## config.mk

```make
export PLATFORM = sky130hd
export DESIGN_NAME = quad_encoder_counter
export DESIGN_NICKNAME = d
export VERILOG_FILES = /design/src/rtl/enc_pkg.sv /design/src/rtl/quad_channel.sv /design/src/rtl/quad_encoder_counter.sv
export SDC_FILE = /design/constraint.sdc
export NUM_CORES = 1
export LEC_CHECK = 0
export ABC_AREA = 1
export ABC_CLOCK_PERIOD_IN_PS = 2500
export CORE_ASPECT_RATIO = 1.4
export CORE_MARGIN = 2
export CORE_UTILIZATION = 40
export CTS_CLUSTER_SIZE = 20
export DETAILED_ROUTE_END_ITERATION = 16
export MAX_ROUTING_LAYER = met4
export PLACE_DENSITY = 0.6
export RECOVER_POWER = 50
export SETUP_SLACK_MARGIN = 0.15
export SYNTH_ARGS = -nofsm -noshare
export SYNTH_HDL_FRONTEND = slang
export SYNTH_SLANG_ARGS = --single-unit
```

## constraint.sdc

```tcl
create_clock -name clk -period 2.5 [get_ports clk]
set_input_delay 0.5 -clock clk [delete_from_list [all_inputs] [get_ports clk]]
set_output_delay 0.5 -clock clk [all_outputs]
set_load 0.05 [all_outputs]
```

## src/rtl/enc_pkg.sv

```systemverilog
`default_nettype none
//==============================================================================
// Module      : enc_pkg
// Description : Shared quadrature types and the edge-decode helper.
// Revision    : 1.0 - initial release
//==============================================================================
package enc_pkg;

    typedef logic [1:0] quad_t;

    typedef enum logic [1:0] {
        DIR_NONE = 2'd0,
        DIR_CW   = 2'd1,
        DIR_CCW  = 2'd2,
        DIR_ILL  = 2'd3
    } dir_t;

    // Map {a,b} onto its position in the CW cycle 00,10,11,01 and compare
    // positions: +1 is CW, -1 is CCW, 2 means both bits flipped.
    function automatic dir_t quad_decode(input quad_t prev, input quad_t cur);
        logic [1:0] p_ph;
        logic [1:0] c_ph;
        logic [1:0] delta;
        p_ph  = {prev[0], prev[1] ^ prev[0]};
        c_ph  = {cur[0], cur[1] ^ cur[0]};
        delta = c_ph - p_ph;
        case (delta)
            2'd1:    return DIR_CW;
            2'd3:    return DIR_CCW;
            2'd2:    return DIR_ILL;
            default: return DIR_NONE;
        endcase
    endfunction

endpackage
`default_nettype wire

```

## src/rtl/quad_channel.sv

```systemverilog
`default_nettype none
//==============================================================================
// Module      : quad_channel
// Description : One encoder channel: synchroniser, priming, decode, detent
//               sub-count and position. ENC_ERR_DETECT_EN enables err pulses.
// Revision    : 1.0 - initial release
//==============================================================================
module quad_channel
    import enc_pkg::*;
#(
    parameter int CNT_W     = 16,
    parameter int STEPS_DET = 4,
    parameter int SATURATE  = 0
) (
    input  logic             clk,
    input  logic             reset_n,
    input  logic             a,
    input  logic             b,
    input  logic             clr,
    output logic             cw,
    output logic             ccw,
    output logic             err,
    output logic [CNT_W-1:0] pos
);

    localparam logic signed [3:0] c_SUB_TOP = 4'(STEPS_DET - 1);
    localparam logic signed [3:0] c_SUB_BOT = -c_SUB_TOP;
    localparam logic [CNT_W-1:0]  c_POS_MAX = {1'b0, {(CNT_W-1){1'b1}}};
    localparam logic [CNT_W-1:0]  c_POS_MIN = {1'b1, {(CNT_W-1){1'b0}}};
    localparam logic [CNT_W-1:0]  c_POS_ONE = CNT_W'(1);

    quad_t             r_sync1_q;
    quad_t             r_sync2_q;
    quad_t             r_prev_q;
    logic              r_primed_q, w_primed_d;
    logic signed [3:0] r_sub_q,    w_sub_d;
    logic [CNT_W-1:0]  r_pos_q,    w_pos_d;
    logic              r_cw_q,     w_cw_d;
    logic              r_ccw_q,    w_ccw_d;
    logic              r_err_q,    w_err_d;
    dir_t              w_dir;

    // Synchroniser and prev keep following the pins through reset and clr,
    // so the levels present at reset release never decode as a step.
    always_ff @(posedge clk) begin
        r_sync1_q <= {a, b};
        r_sync2_q <= r_sync1_q;
        r_prev_q  <= r_sync2_q;
    end

    always_comb begin
        w_dir      = quad_decode(r_prev_q, r_sync2_q);
        w_primed_d = 1'b1;
        w_sub_d    = r_sub_q;
        w_pos_d    = r_pos_q;
        w_cw_d     = 1'b0;
        w_ccw_d    = 1'b0;
        w_err_d    = 1'b0;
        if (r_primed_q) begin
            case (w_dir)
                DIR_CW: begin
                    if (r_sub_q == c_SUB_TOP) begin
                        w_cw_d  = 1'b1;
                        w_sub_d = '0;
                        if (SATURATE == 0 || r_pos_q != c_POS_MAX)
                            w_pos_d = r_pos_q + c_POS_ONE;
                    end else begin
                        w_sub_d = r_sub_q + 4'sd1;
                    end
                end
                DIR_CCW: begin
                    if (r_sub_q == c_SUB_BOT) begin
                        w_ccw_d = 1'b1;
                        w_sub_d = '0;
                        if (SATURATE == 0 || r_pos_q != c_POS_MIN)
                            w_pos_d = r_pos_q - c_POS_ONE;
                    end else begin
                        w_sub_d = r_sub_q - 4'sd1;
                    end
                end
                DIR_ILL: begin
`ifdef ENC_ERR_DETECT_EN
                    w_err_d = 1'b1;
`else
                    w_err_d = 1'b0;
`endif
                end
                default: ;
            endcase
        end
        if (clr) begin
            w_pos_d = '0;
            w_sub_d = '0;
            w_cw_d  = 1'b0;
            w_ccw_d = 1'b0;
        end
    end

    always_ff @(posedge clk) begin
        if (!reset_n) begin
            r_primed_q <= 1'b0;
            r_sub_q    <= '0;
            r_pos_q    <= '0;
            r_cw_q     <= 1'b0;
            r_ccw_q    <= 1'b0;
            r_err_q    <= 1'b0;
        end else begin
            r_primed_q <= w_primed_d;
            r_sub_q    <= w_sub_d;
            r_pos_q    <= w_pos_d;
            r_cw_q     <= w_cw_d;
            r_ccw_q    <= w_ccw_d;
            r_err_q    <= w_err_d;
        end
    end

    assign cw  = r_cw_q;
    assign ccw = r_ccw_q;
    assign err = r_err_q;
    assign pos = r_pos_q;

endmodule
`default_nettype wire

```

## src/rtl/quad_encoder_counter.sv

```systemverilog
`default_nettype none
//==============================================================================
// Module      : quad_encoder_counter
// Description : N_CH independent quadrature encoder channels with position and
//               detent pulses. ENC_ERR_DETECT_EN enables illegal-edge err pulses.
// Revision    : 1.0 - initial release
//==============================================================================
module quad_encoder_counter
    import enc_pkg::*;
#(
    parameter int N_CH      = 2,
    parameter int CNT_W     = 16,
    parameter int STEPS_DET = 4,
    parameter int SATURATE  = 0
) (
    input  logic                  clk,
    input  logic                  reset_n,
    input  logic [N_CH-1:0]       a,
    input  logic [N_CH-1:0]       b,
    input  logic [N_CH-1:0]       clr,
    output logic [N_CH-1:0]       cw,
    output logic [N_CH-1:0]       ccw,
    output logic [N_CH*CNT_W-1:0] pos,
    output logic [N_CH-1:0]       err
);

    for (genvar i = 0; i < N_CH; i++) begin : g_ch
        quad_channel #(
            .CNT_W     (CNT_W),
            .STEPS_DET (STEPS_DET),
            .SATURATE  (SATURATE)
        ) u_channel (
            .clk     (clk),
            .reset_n (reset_n),
            .a       (a[i]),
            .b       (b[i]),
            .clr     (clr[i]),
            .cw      (cw[i]),
            .ccw     (ccw[i]),
            .err     (err[i]),
            .pos     (pos[i*CNT_W +: CNT_W])
        );
    end

endmodule
`default_nettype wire

```

# Word-level counts from Yosys, hierarchy flattened
# Index checks and enable logic that the tools add are counted.
[word_totals]
output_inout_bits = 38
regBits = 57
in_bits = 8
wordCells = 84
[classes]
reduce_logical = 12
n_addsub = 10
bitwise_logic = 10
eq_ne = 18
n_mux = 19
[ops]
columns = ["op", "count"]
rows = [
  ["two-way mux 16 bit", 4],
  ["case mux 16 bit (2 select lines)", 2],
  ["adder 16 x 1 -> 16 bit, second input constant", 2],
  ["subtractor 16 x 1 -> 16 bit, second input constant", 2],
  ["== test 4 x 3 -> 1 bit, second input constant", 4],
  ["two-way mux 4 bit", 4],
  ["case mux 4 bit (2 select lines)", 2],
  ["OR reduction 4 bit", 4],
  ["== test 2 bit, second input constant", 6],
  ["case mux 2 bit (3 select lines)", 2],
  ["adder 4 x 2 -> 4 bit, second input constant", 2],
  ["== test 2 x 1 -> 1 bit, second input constant", 4],
  ["inequality test 2 x 1 -> 1 bit, second input constant", 4],
  ["AND reduction 4 bit", 2],
  ["subtractor 4 x 2 -> 4 bit, second input constant", 2],
  ["inverter 1 bit", 6],
  ["two-way mux 1 bit", 5],
  ["AND reduction 2 bit", 2],
  ["nonzero test 2 bit", 2],
  ["OR reduction 2 bit", 2],
  ["subtractor 2 bit", 2],
  ["XOR 1 bit", 4],
]

# Depth between registers and ports, before layout
# Gate-level depths: netlist of run 1.
[depth]
depth_word = 7
mapped_depth = 20
ltp_nobuf = 19

# Hierarchy
# A second synthesis of run 1 with hierarchy kept.
[unflattened]
hier_cells = 650
area_unflattened_um2 = 4226.6
[by_module_without_submodules]
columns = ["mod", "seq_area_each_um2", "n_inst", "cells_each", "area_each_um2"]
rows = [
  ["quad_channel", 580.6, 2, 325, 2113.3],
]

# Worst setup path after synthesis of run 1
# No wires, ideal clock.
[synth_timing]
path_kind = "reg-to-reg"
start = "register g_ch[1].u_channel.r_prev_q[0]"
end = "register g_ch[1].u_channel.r_pos_q[10]"
slack_ns = 0.222
arrival_time_ns = 2.160
synth_period_minus_slack_ns = 2.278
path_stages_with_launch = 19
setup_ns = 0.118
path_cell_list = "dfxtp_1 -> xor2_1 -> ha_1 -> inv_1 -> nand3_4 -> buf_6 -> nand2_1 -> nand2_1 -> inv_1 -> ha_1 -> inv_1 -> nand2_1 -> nand3_1 -> o21ai_2 -> nand2_1 -> nand3_1 -> nand2_1 -> nor2_1 -> nor2_1"
[synth_between]
elab_chain_cells = 7
elab_cells_between_ends = 13
cone_classes = "1 x add/sub; 7 x eq/ne; 2 x mux; 1 x bitwise; 2 x reduce/logical"
[synth_lines]
columns = ["element", "line_no", "text"]
rows = [
  ["start, declared", "quad_channel.sv:34", "quad_t r_prev_q;"],
  ["start signal, assigned", "quad_channel.sv:48", "r_prev_q <= r_sync2_q;"],
  ["XOR 1 bit", "enc_pkg.sv:24", "p_ph = {prev[0], prev[1] ^ prev[0]};"],
  ["subtractor 2 bit *", "enc_pkg.sv:26", "delta = c_ph - p_ph;"],
  ["== test 2 bit or == test 2 x 1 -> 1 bit (tied branches)", "enc_pkg.sv:27", "case (delta)"],
  ["case mux 2 bit (3 select lines) *", "enc_pkg.sv:27", ""],
  ["== test 2 bit or == test 2 x 1 -> 1 bit (tied branches)", "quad_channel.sv:60", "case (w_dir)"],
  ["inequality test 2 x 1 -> 1 bit (no source line) or nonzero test 2 bit (tied branches)", "n/a", ""],
  ["AND reduction 4 bit (no source line)", "n/a", ""],
  ["end signal, assigned", "quad_channel.sv:110", "r_pos_q <= w_pos_d;"],
  ["end, declared", "quad_channel.sv:37", "logic [CNT_W-1:0] r_pos_q, w_pos_d;"],
]
# Every way passes the cells marked *; elsewhere a longest branch is shown, timed or not.
# A chain may end at the register's enable or synchronous reset.

# Worst setup path in the final report of run 1
[layout_timing]
start = "register g_ch[1].u_channel.r_sync2_q[0]"
end = "register g_ch[1].u_channel.r_pos_q[11]"
[layout_between]
elab_chain_cells = 7
elab_cells_between_ends = 13
cone_classes = "1 x add/sub; 7 x eq/ne; 2 x mux; 1 x bitwise; 2 x reduce/logical"
[layout_lines]
columns = ["element", "line_no", "text"]
rows = [
  ["start, declared", "quad_channel.sv:33", "quad_t r_sync2_q;"],
  ["start signal, assigned", "quad_channel.sv:47", "r_sync2_q <= r_sync1_q;"],
  ["XOR 1 bit", "enc_pkg.sv:25", "c_ph = {cur[0], cur[1] ^ cur[0]};"],
  ["subtractor 2 bit *", "enc_pkg.sv:26", ""],
  ["== test 2 bit or == test 2 x 1 -> 1 bit (tied branches)", "enc_pkg.sv:27", ""],
  ["case mux 2 bit (3 select lines) *", "enc_pkg.sv:27", ""],
  ["== test 2 bit or == test 2 x 1 -> 1 bit (tied branches)", "quad_channel.sv:60", ""],
  ["inequality test 2 x 1 -> 1 bit (no source line) or nonzero test 2 bit (tied branches)", "n/a", ""],
  ["AND reduction 4 bit (no source line)", "n/a", ""],
]
# Marked as above.

==> results.md, run 1 <==
- Minimum clock period: 2.28 ns
- Area Growth Syn to Fin: 28.8%
- Clock Sinks: between 50 and 60
- Mapped Cells: 646
- Initial antenna violation count: 0
- Seq pwr share: 0.301
- Vias in the first global route: approximately 4,000
- Hold Buf Count CTS: 0
- Endpoint class of the critical path: register
- Gr ovfl total: 0
- Number of flops mapped to enable cells by yosys: 0
- HPWL after DPL: 7880 µm
- Ant diodes: 0
- Synth warn: 0
- Via Count: 4,329
- CTS tree: yes
- Setup CP Type: register to register
- Routability-driven placement congestion ratio: between 0.9 and 1
- CP startpoint kind: register
- # IOs: 46
- Hold_sp: g_ch[1].u_channel.r_sync1_q[1]
- Initial Util: 0.409
- Leak Pwr: about 2.7 nW
- F_max: between 400 and 500 MHz
- Worst IR Drop VDD: 343 µV
- Clock buffer count from CTS: 9
- Post-synth top flop: dfxtp_1
- Routed len/inst: 13.2 µm
- Endpoints failing hold: 0
- H-tree levels: 3
- Max FO, Critical Path: 15
- Die area: roughly 0.011 mm²
- Routed Antenna Nets: 0
- CP required: roughly 2.7 ns
- CP Launch Point: g_ch[1].u_channel.r_sync2_q[0]
- Hold/Removal Path Class: register to register
- FF-to-FF Start: g_ch[1].u_channel.r_sync2_q[0]
- Seq cells post-synth: 57
- P_sw: about 1.3 mW
- Residual DRC count: 0
- Final Setup Violations: 0
- Core Area: around 0.010 mm²
- Largest area contributor in the netlist: dfxtp_1
- Pre-CTS setup slack: ~0.045 ns
- First-pass DRT Iterations: 6
- Fin. max-slew vios: 0
- Max Clock Skew: between 0.008 and 0.009 ns
- IO buf count: between 40 and 50
- Layout cell share with drive strength beyond 1: 0.178
- Critical path arrival: between 2 and 3 ns
- GRT Util Overall: 0.204
- RSZ-0062 raised after global routing: true
- Fillers: ~1,000
- Most frequent cells in the layout: 129 x nand2_1, 112 x inv_1, 54 x dfxtp_1, 49 x nor2_1, 47 x nand3_1
- First-pass GRT wire length: 18,400 µm
- Final worst slack: 0.220 ns
- Clock power share: 0.358
- Clock root buffer: clkbuf_16
- Max_cap viols: 0
- Reg clk slew, reported paths: about 0.060 ns
- Iteration-0 DRC count of the detailed router: roughly 210
- Synth Cell Area: about 0.0042 mm²
- Die Width: 90.7 µm
- NumNets Final: between 700 and 800
- Power Total: ~3.3 mW
- Comb pwr share: 0.340
- DRT Wirelength: about 11,000 µm
- Distinct cell type count after synthesis: 38
- Worst-Margin Slew: 0.657 ns
- Period utilisation layout: 0.912
- Height of the die: between 100 and 150 µm
- P_int: about 2.1 mW
- Syn Area/Cell: approximately 6.5 µm²
- Final Cell Area: approximately 0.0054 mm²
- Area share of the largest cell type after synthesis: 0.271
- Status: complete, no violations
- Relative slew slack: 0.556
- Switching part of the total: 0.382
- Clk Latency, worst-skew pair: between 0.3 and 0.4 ns
- Leading cell type in the layout, fill and taps excluded: nand2_1
- Register area share after synthesis: 0.271
- CTS max path bufs: 2
- Fraction of registers with async set/reset: 0
- Num rows: 44
- Maximum number of pins on one net before global-route repair: 23
- Power Density: roughly 600 mW/mm²
- Top post-synthesis cells by area: dfxtp_1 27%, nand2_1 13%, inv_1 10%
- Placed instance area: ~0.0048 mm²
- Setup TNS: 0 ns
- Final core utilization: 0.527
- Vias per inst: about 5.1
## registers in the layout, summed over array words and instances (netlist names)
name	cells
g_ch.u_channel.r_primed_q	1
g_ch.u_channel.pos	32
g_ch.u_channel.ccw	2
g_ch.u_channel.r_sync2_q	4
g_ch.u_channel.cw	2
g_ch.u_channel.r_sub_q	8
g_ch.u_channel.r_sync1_q	4
g_ch.u_channel.r_prev_q	4
## synthesized netlist by cell type (3+ instances only)
cell      number
nor2_1        50
a211oi_1       4
nand2_2       16
nand2_1      148
nor2_2         5
buf_2          5
o21ai_0       28
o211ai_1       3
inv_2          6
xnor2_1        9
ha_1          10
inv_1        117
nand3_1       48
xor2_2         3
clkbuf_1       5
nand3_4        3
xor2_1        20
a21oi_1       39
buf_4          7
buf_6          3
o41ai_1       22
nand4_1       15
dfxtp_1       57
nand2_4        5
## per-stage QoR
stage               std cells  hold WS [ns]
floorplan                 647         0.310
global placement          820         0.310
detailed placement        820         0.312
CTS                       842         0.327
global route              853         0.332
finish                    853         0.322
## power groups by stage
stage	Sequential, mW	Clock, mW	Combinational (mW)
after global placement	1.02	0	1.00
after floorplan	1.09	0	0.730
final	1.01	1.20	1.14
after CTS	1.00	1.22	1.04
after global routing	1.01	1.27	1.25
after detailed placement	1.02	0	1.01
## worst paths after layout
| path | end | slack (ns) | depth (start not counted) |
|---|---|---|---|
| hold reg to reg | g_ch[1].u_channel.r_sync2_q[1] | 0.32 | 0 |
| setup / recovery | g_ch[1].u_channel.pos[11] | 0.22 | 19 |
| hold / removal | g_ch[1].u_channel.r_sync2_q[1] | 0.32 | 0 |
| setup reg to reg | g_ch[1].u_channel.pos[11] | 0.22 | 19 |
## critical path, stage by stage (launching register included)
cell     delay, ns
dfxtp_1       0.44
buf_4         0.16
inv_1         0.04
nand2_2       0.09
nand2_2       0.07
nand2_4       0.10
nand3_4       0.13
buf_12        0.19
nand2_1       0.06
nand2_1       0.13
nand2_1       0.10
nor2_1        0.05
nand2_1       0.08
nand2_2       0.10
nand2_1       0.12
nand2_1       0.07
nand2_1       0.08
nand3_1       0.07
nand2_1       0.07
inv_1         0.03
## cells by family after synthesis
| kind of cell | after synthesis | synth area share |
|---|---|---|
| and+or+nand+nor | 297 | 0.325 |
| buffers and inverters | 146 | 0.151 |
| adders and majority gates | 10 | 0.0297 |
| other | 1 | 0.000890 |
| AOI/OAI and AO/OA | 103 | 0.150 |
| xor gates and xnor gates | 32 | 0.0719 |
| DFF | 57 | 0.271 |
## metal layers
metal / track usage / routed length, µm / vias to the layer above
li1: - / - / 2205
met1: 0.209 / 4540 / 1990
met2: 0.376 / 5960 / 107
met3: 0.0307 / 459 / 27
met4: 0.0959 / 330 / 0
met5: - / 0 / -
## what timing repair did
item	in CTS	in global routing
gates cloned	0	1
resized for setup	14	54
setup buffers	6	10
pin swaps	10	20
setup endpoints to repair	22	27
## final cells by class
| type | count | area, µm² | share of cell area |
|---|---|---|---|
| multi-input combinational | 444 | 2620 | 0.483 |
| tap | 138 | 173 | 0.0318 |
| timing repair buffer | 75 | 718 | 0.132 |
| sequential | 57 | 1150 | 0.212 |
| inverter | 123 | 477 | 0.0879 |
| clock buffer | 9 | 225 | 0.0415 |
| clock inverter | 7 | 61.3 | 0.0113 |
(Power assumes the default switching activity.)
==> run 2: changes to the inputs <==
--- a/config.mk
+++ b/config.mk
@@ -13,7 +13,7 @@
 export CTS_CLUSTER_SIZE = 20
 export DETAILED_ROUTE_END_ITERATION = 16
 export MAX_ROUTING_LAYER = met4
-export PLACE_DENSITY = 0.6
+export PLACE_DENSITY = 0.63
 export RECOVER_POWER = 50
 export SETUP_SLACK_MARGIN = 0.15
 export SYNTH_ARGS = -nofsm -noshare
==> run 2 against run 1 <==
  * Combinational power grew 12%
  * Global-route usage shrank 0.86 points
  * Sequential cell count is the same
  * Clock power grew 3%
  * Count of clock-buffer cells in the layout grew 1
  * Maximum frequency shrank 3.6%
  * Critical path depth shrank 2
  * Total power grew 5.7%
  * Final cell count grew 1.1%
  * Utilization grew 2.3 points
  * Routed wire length grew 2.1%
  * Clock skew grew 0.0012 ns
  * Largest cell class unchanged
==> results.md, run 2 (same netlist as run 1, synthesis figures left out) <==
- Met3 usage: 0.0373 (+0.00663)
- CTS tree: yes
- Area Growth Syn to Fin: 34.5%
- Initial Util: 0.409 (unchanged)
- CP startpoint kind: register
- Clock root buffer: clkbuf_16
- Setup CP Type: register to register
- Residual DRC count: 0 (unchanged)
- Endpoint class of the critical path: register
- Multi-input logic area: 0.00276 mm² (+5.5%)
- Crit-path cells: xnor2_2 -> ha_1 -> inv_4 -> nand3_4 -> nand2_2 -> nand2_2 -> inv_2 -> ha_4 -> inv_2 -> nand2_2 -> nand3_4 -> o21ai_4 -> nand2_2 -> nand3_2 -> nand2_1 -> nor2_1 -> nor2_1
- Vias per inst: 5.18 (+2.1%)
- Clk Latency, worst-skew pair: 0.33 ns (about the same)
- Die area: 0.0114 mm² (unchanged)
- RSZ-0062 raised after global routing: true
- Hold/Removal Path Class: register to register
- Fin. max-slew vios: 0 (unchanged)
- F_max: 423 MHz (-3.6%)
- Leading cell type in the layout, fill and taps excluded: inv_1
- FF/Latch Area: 0.00114 mm² (-0.43%)
- DRT Wirelength: 11,500 µm (+2.1%)
- CTS max path bufs: 2 (unchanged)
- Endpoints failing hold: 0 (unchanged)
- NumNets Final: 737 (+1.2%)
- Max reg flops: 32 (unchanged)
- Crit-path slowest cell: dfxtp_2
- Leak Pwr: 2.69 nW (+0.26%)
- Die Width: 90.7 µm (unchanged)
- Clock buffer count from CTS: 9 (unchanged)
- Final worst slack: 0.136 ns (-0.0842 ns)
- Layout cell share with drive strength beyond 1: 0.247 (+0.0696)
- CP required: 2.72 ns (-0.02 ns)
- First-pass GRT wire length: 17,600 µm (-4.6%)
- Final Setup Violations: 0 (unchanged)
- Most frequent cells in the layout: 109 x inv_1, 102 x nand2_1, 56 x nand2_2, 54 x dfxtp_1, 43 x nor2_1
- Relative slew slack: 0.446 (-0.110)
- Max FO, Critical Path: 5 (-10)
- Met1 GRT Util: 0.197 (-0.0112)
- Pre-CTS setup slack: 0.0271 ns (-0.0179 ns)
- Iteration-0 DRC count of the detailed router: 237 (+12%)
- Initial antenna violation count: 0 (unchanged)
- Routed Antenna Nets: 0 (unchanged)
- Period utilisation layout: 0.946 (+0.0337)
- Vias in the first global route: 4,055 (-0.049%)
- Crit-path most repeated cell: nand2_2
- Core Area: 0.0103 mm² (unchanged)
- Worst IR Drop VDD: 418 µV (+22%)
- CP max stage delay: 0.34 ns (-0.10 ns)
- Gr busiest metal: met2
- IO buf count: 43 (unchanged)
- Num rows: 44 (unchanged)
- Clock Sinks: 57 (unchanged)
- Max_cap viols: 0 (unchanged)
- Status: complete, no violations
- Fillers: 976 (-5.8%)
- H-tree levels: 3 (unchanged)
- Worst-Margin Slew: 0.821 ns (+0.164 ns)
- Met2 GRT Util: 0.350 (-0.0255)
- First-pass DRT Iterations: 5 (-1)
- HPWL after DPL: 7760 µm (-1.4%)
- Max Clock Skew: 0.0100 ns (+0.00116 ns)
- Routability-driven placement congestion ratio: 0.916 (+0.42%)
- Ant diodes: 0 (unchanged)
- Minimum clock period: 2.36 ns (+0.0842 ns)
- Critical path arrival: 2.59 ns (+0.07 ns)
- Reg clk slew, reported paths: 0.06 ns (about the same)
- Setup TNS: 0 ns (unchanged)
- Gr ovfl total: 0 (unchanged)
- Power Density: 623 mW/mm² (+1.2%)
- # IOs: 46 (unchanged)
- Via Count: 4,465 (+3.1%)
- Routed len/inst: 13.4 µm (+1.0%)
- Maximum number of pins on one net before global-route repair: 21 (-8.7%)
- GRT Util Overall: 0.195 (-0.00855)
- Height of the die: 125 µm (unchanged)
run 2: cell count changes in the layout (fill, tap and decap cells not counted), sizes merged:
cell	before	now
buf	31	37
bufinv	0	1
clkbuf	10	13
clkdlybuf4s50	18	38
clkinv	1	4
clkinvlp	2	1
dlygate4sd3	25	5
inv	127	123
nand3	52	53
run 2: final timing paths:
check                                       from                             end  slack (ns)  depth (start not counted)
hold / removal    g_ch[1].u_channel.r_sync1_q[1]  g_ch[1].u_channel.r_sync2_q[1]        0.32                          0
setup / recovery  g_ch[1].u_channel.r_sync2_q[0]       g_ch[1].u_channel.pos[10]        0.14                         17
hold reg to reg   g_ch[1].u_channel.r_sync1_q[1]  g_ch[1].u_channel.r_sync2_q[1]        0.32                          0
setup reg to reg  g_ch[1].u_channel.r_sync2_q[0]       g_ch[1].u_channel.pos[10]        0.14                         17
run 2: metrics by stage:
step           power (mW)  hold WS [ns]   util  cells  instance area (µm²)
6_report             3.53         0.324  0.550    862                 5660
5_1_grt              3.71         0.328  0.550    862                 5660
4_1_cts              3.32         0.324  0.502    843                 5160
3_5_place_dp         2.02         0.312  0.462    818                 4750
3_3_place_gp         2.01         0.311  0.462    818                 4750
2_1_floorplan        1.82         0.310      -    647                 4220
run 2: timing repair:
item,4_1_cts,5_1_grt
hold buffers,0,0
cloned,0,2
resized for setup,14,103
endpoints found under the setup margin,19,28
pin swaps,8,55
setup buffers,9,17
run 2: power breakdown:
part	internal, mW	switching [mW]	total [mW]
Sequential	0.952	0.0590	1.01
Combinational	0.508	0.776	1.28
Clock	0.774	0.462	1.24
run 2: area by class of cell:
| class | instances | share of cell area |
|---|---|---|
| Multi-Input combinational cell | 445 | 0.488 |
| Sequential cell | 57 | 0.202 |
| Timing Repair Buffer | 83 | 0.143 |
| Inverter | 123 | 0.0837 |
| Clock buffer | 10 | 0.0404 |
| Tap cell | 138 | 0.0305 |
| Clock inverter | 6 | 0.0121 |
run 2: critical path, delay by kind of cell, from the launching register on:
kind	cells	cell delay [ns]
buffers and inverters	3	0.20
and+or+nand+nor	10	0.91
xor gates and xnor gates	1	0.13
AOI/OAI and AO/OA	1	0.22
DFF	1	0.34
adders and majority gates	2	0.47
run 2: layer usage:
metal / part of all wire / wire length [µm]
met1: 0.39 / 4540
met2: 0.52 / 5970
met3: 0.046 / 530
met4: 0.042 / 484
met5: 0 / 0
==> run 3: changes to the inputs <==
--- a/config.mk
+++ b/config.mk
@@ -5,7 +5,6 @@
 export SDC_FILE = /design/constraint.sdc
 export NUM_CORES = 1
 export LEC_CHECK = 0
-export ABC_AREA = 1
 export ABC_CLOCK_PERIOD_IN_PS = 2500
 export CORE_ASPECT_RATIO = 1.4
 export CORE_MARGIN = 2
@@ -13,7 +12,7 @@
 export CTS_CLUSTER_SIZE = 20
 export DETAILED_ROUTE_END_ITERATION = 16
 export MAX_ROUTING_LAYER = met4
-export PLACE_DENSITY = 0.63
+export PLACE_DENSITY = 0.64
 export RECOVER_POWER = 50
 export SETUP_SLACK_MARGIN = 0.15
 export SYNTH_ARGS = -nofsm -noshare
==> run 3 against run 2 <==
  * The run now ends with negative setup slack left
  * Sequential share of layout area increased by 2.5 points
  * Worst hold slack gained 0.0043 ns
  * Total power shrank 20%
  * Critical endpoint is now g_ch[0].u_channel.pos[10]
==> results.md, run 3 <==
- Syn Area/Cell: 8.13 µm² (+25%)
- Power Total: 2.82 mW (-20%)
- Gr ovfl total: 0 (unchanged)
- Vias in the first global route: 3,496 (-14%)
- Die Width: 84.4 µm (-7.0%)
- CP startpoint kind: register
- First-pass GRT wire length: 16,900 µm (-4.0%)
- Crit-path slowest cell: or4_4
- Fillers: 788 (-19%)
- F_max: 386 MHz (-8.8%)
- Vias per inst: 5.98 (+15%)
- Maximum number of pins on one net before global-route repair: 24 (+14%)
- Critical path arrival: 2.86 ns (+0.27 ns)
- Layout cell share with drive strength beyond 1: 0.255 (+0.00752)
- Most frequent cells after synthesis: 57 x dfxtp_1, 38 x nor2_1, 34 x nand2_1
- Minimum clock period: 2.59 ns (+0.228 ns)
- Worst-Margin Slew: 0.603 ns (-0.218 ns)
- FF-to-FF Start: g_ch[0].u_channel.r_sync2_q[0]
- Area Growth Syn to Fin: 40.0%
- Initial antenna violation count: 0 (unchanged)
- First-pass DRT Iterations: 5 (unchanged)
- Endpoint class of the critical path: register
- Pre-CTS setup slack: -0.120 ns (-0.147 ns)
- Initial Util: 0.405 (-0.00385)
- Reg clk slew, reported paths: 0.05 ns (about the same)
- Clk Latency, worst-skew pair: 0.33 ns (about the same)
- CP Launch Point: g_ch[0].u_channel.r_sync2_q[0]
- Final Setup Violations: 2 (+2)
- CP Buf/Inv Count: 0 (-3)
- Fin. max-slew vios: 0 (unchanged)
- Endpoints failing hold: 0 (unchanged)
- Clock buffer count from CTS: 9 (unchanged)
- NumNets Final: 541 (-27%)
- Num rows: 41 (-6.8%)
- Setup CP Type: register to register
- Max reg flops: 32 (unchanged)
- # IOs: 46 (unchanged)
- CP max stage delay: 0.48 ns (+0.14 ns)
- Top post-synthesis cells by area: dfxtp_1 32%, nor2_1 3.9%, nand2_1 3.5%
- Crit-path cells: xnor2_2 -> ha_2 -> xor3_2 -> nand2_2 -> xnor2_2 -> ha_2 -> or3_4 -> nor4_4 -> a2bb2oi_2 -> or4_4 -> a21oi_2
- Routed len/inst: 16.8 µm (+26%)
- Synth Cell Area: 0.00362 mm² (-14%)
- Height of the die: 117 µm (-7.1%)
- Final core utilization: 0.567 (+0.0172)
- Routed Antenna Nets: 0 (unchanged)
- Leak Pwr: 1.92 nW (-29%)
- Most common cell in the netlist: dfxtp_1
- Routability-driven placement congestion ratio: 0.941 (+2.8%)
- Max_cap viols: 0 (unchanged)
- RSZ-0062 raised after global routing: true
- Number of flops mapped to enable cells by yosys: 0 (unchanged)
- H-tree levels: 3 (unchanged)
- Area share of the largest cell type after synthesis: 0.315 (+0.0445)
- Leading cell type in the layout, fill and taps excluded: dfxtp_1
- Max Clock Skew: 0.00697 ns (-0.00307 ns)
- Die area: 0.00983 mm² (-14%)
- Iteration-0 DRC count of the detailed router: 213 (-10%)
- Period utilisation layout: 1.04 (+0.0911)
- Failing checks: negative setup slack
- Post-synth top flop: dfxtp_1
- Clock Sinks: 57 (unchanged)
- Residual DRC count: 0 (unchanged)
- Hold_sp: g_ch[1].u_channel.r_sync1_q[1]
- IO buf count: 43 (unchanged)
- Clock root buffer: clkbuf_16
- Seq cells post-synth: 57 (unchanged)
- Status: finished, violations left
- Via Count: 3,786 (-15%)
- Register area share after synthesis: 0.315 (+0.0445)
- Power Density: 557 mW/mm² (-11%)
- CP required: 2.77 ns (+0.05 ns)
- HPWL after DPL: 7350 µm (-5.4%)
- GRT Util Overall: 0.220 (+0.0248)
- Fraction of registers with async set/reset: 0 (unchanged)
- Worst IR Drop VDD: 663 µV (+58%)
- Ant diodes: 0 (unchanged)
- Final worst slack: -0.0919 ns (-0.228 ns)
- DRT Wirelength: 10,600 µm (-7.8%)
- CP delay by family, top: simple AND/OR/NAND/NOR gates
- Core Area: 0.00893 mm² (-13%)
- Distinct cell type count after synthesis: 60 (+58%)
- Hold/Removal Path Class: register to register
- Hold WS: 0.328 ns (+0.00434 ns)
- Most frequent cells in the layout: 51 x dfxtp_1, 43 x buf_4, 35 x nor2_1, 29 x nand2_1, 21 x clkdlybuf4s50_1
- CTS tree: yes
- Largest area contributor in the netlist: dfxtp_1
- Synth warn: 0 (unchanged)
- Relative slew slack: 0.600 (+0.154)
- Mapped Cells: 445 (-31%)
- Max FO, Critical Path: 3 (-2)
- CTS max path bufs: 2 (unchanged)
-- run 3: worst reg2reg max path, cell delays in order, from the launching register on --
cell and delay (ns):
dfxtp_2 0.33, xnor2_2 0.16, ha_2 0.20, xor3_2 0.26, nand2_2 0.10, xnor2_2 0.08, ha_2 0.20, or3_4 0.34
nor4_4 0.15, a2bb2oi_2 0.10, or4_4 0.48, a21oi_2 0.12
-- run 3: what timing repair did --
item | 4_1_cts | 5_1_grt
cloned | 0 | 0
setup buffers | 1 | 15
gates resized for setup | 20 | 50
endpoints found under the setup margin | 17 | 24
hold buffers | 0 | 0
pin swaps | 13 | 25
hold endpoints to repair | 0 | 0
-- run 3: metal layers --
| metal | global-route usage | share of wire | wire length [µm] | vias up |
|---|---|---|---|---|
| met5 | - | 0 | 0 | - |
| met4 | 0.101 | 0.035 | 369 | 0 |
| met2 | 0.374 | 0.51 | 5410 | 144 |
| li1 | - | - | - | 1813 |
| met3 | 0.0523 | 0.046 | 493 | 39 |
| met1 | 0.246 | 0.41 | 4360 | 1790 |
-- run 3: metrics by stage --
| step | instances | cell area [µm²] | setup TNS [ns] |
|---|---|---|---|
| after floorplan | 446 | 3710 | -0.859 |
| after global placement | 603 | 4360 | -0.0980 |
| after detailed placement | 603 | 4360 | -0.305 |
| after CTS | 618 | 4740 | -0.0993 |
| after global routing | 633 | 5060 | -1.30 |
| final | 633 | 5060 | -0.110 |
-- run 3: worst paths after layout --
path                                          to  slack (ns)  cells past startpoint
setup / recovery       g_ch[0].u_channel.pos[10]       -0.09                     11
hold / removal    g_ch[1].u_channel.r_sync2_q[1]        0.33                      0
setup reg to reg       g_ch[0].u_channel.pos[10]       -0.09                     11
hold reg to reg   g_ch[1].u_channel.r_sync2_q[1]        0.33                      0
-- run 3: final cells by class --
type | instances | area, µm² | share of cell area
tap | 107 | 134 | 0.0264
timing repair buffer | 102 | 893 | 0.176
clock buffer | 10 | 239 | 0.0472
clock inverter | 4 | 45.0 | 0.00889
inverter | 12 | 45.0 | 0.00889
multi-input combinational | 341 | 2560 | 0.505
sequential | 57 | 1150 | 0.227
-- run 3: cells by family after synthesis --
kind of cell	count (synthesis)	synth area share
AND/OR/NAND/NOR	201	0.300
AO/OA/AOI/OAI	96	0.181
flip-flops	57	0.315
buffers and inverters	48	0.0706
XOR/XNOR	21	0.0675
multiplexers	11	0.0304
adder cells (fa/ha/maj)	10	0.0346
other	1	0.00104
-- run 3: where the power goes --
part	internal [mW]	switching (mW)
sequential	0.929	0.0185
clock	0.779	0.412
combinational	0.323	0.357
total	2.03	0.788
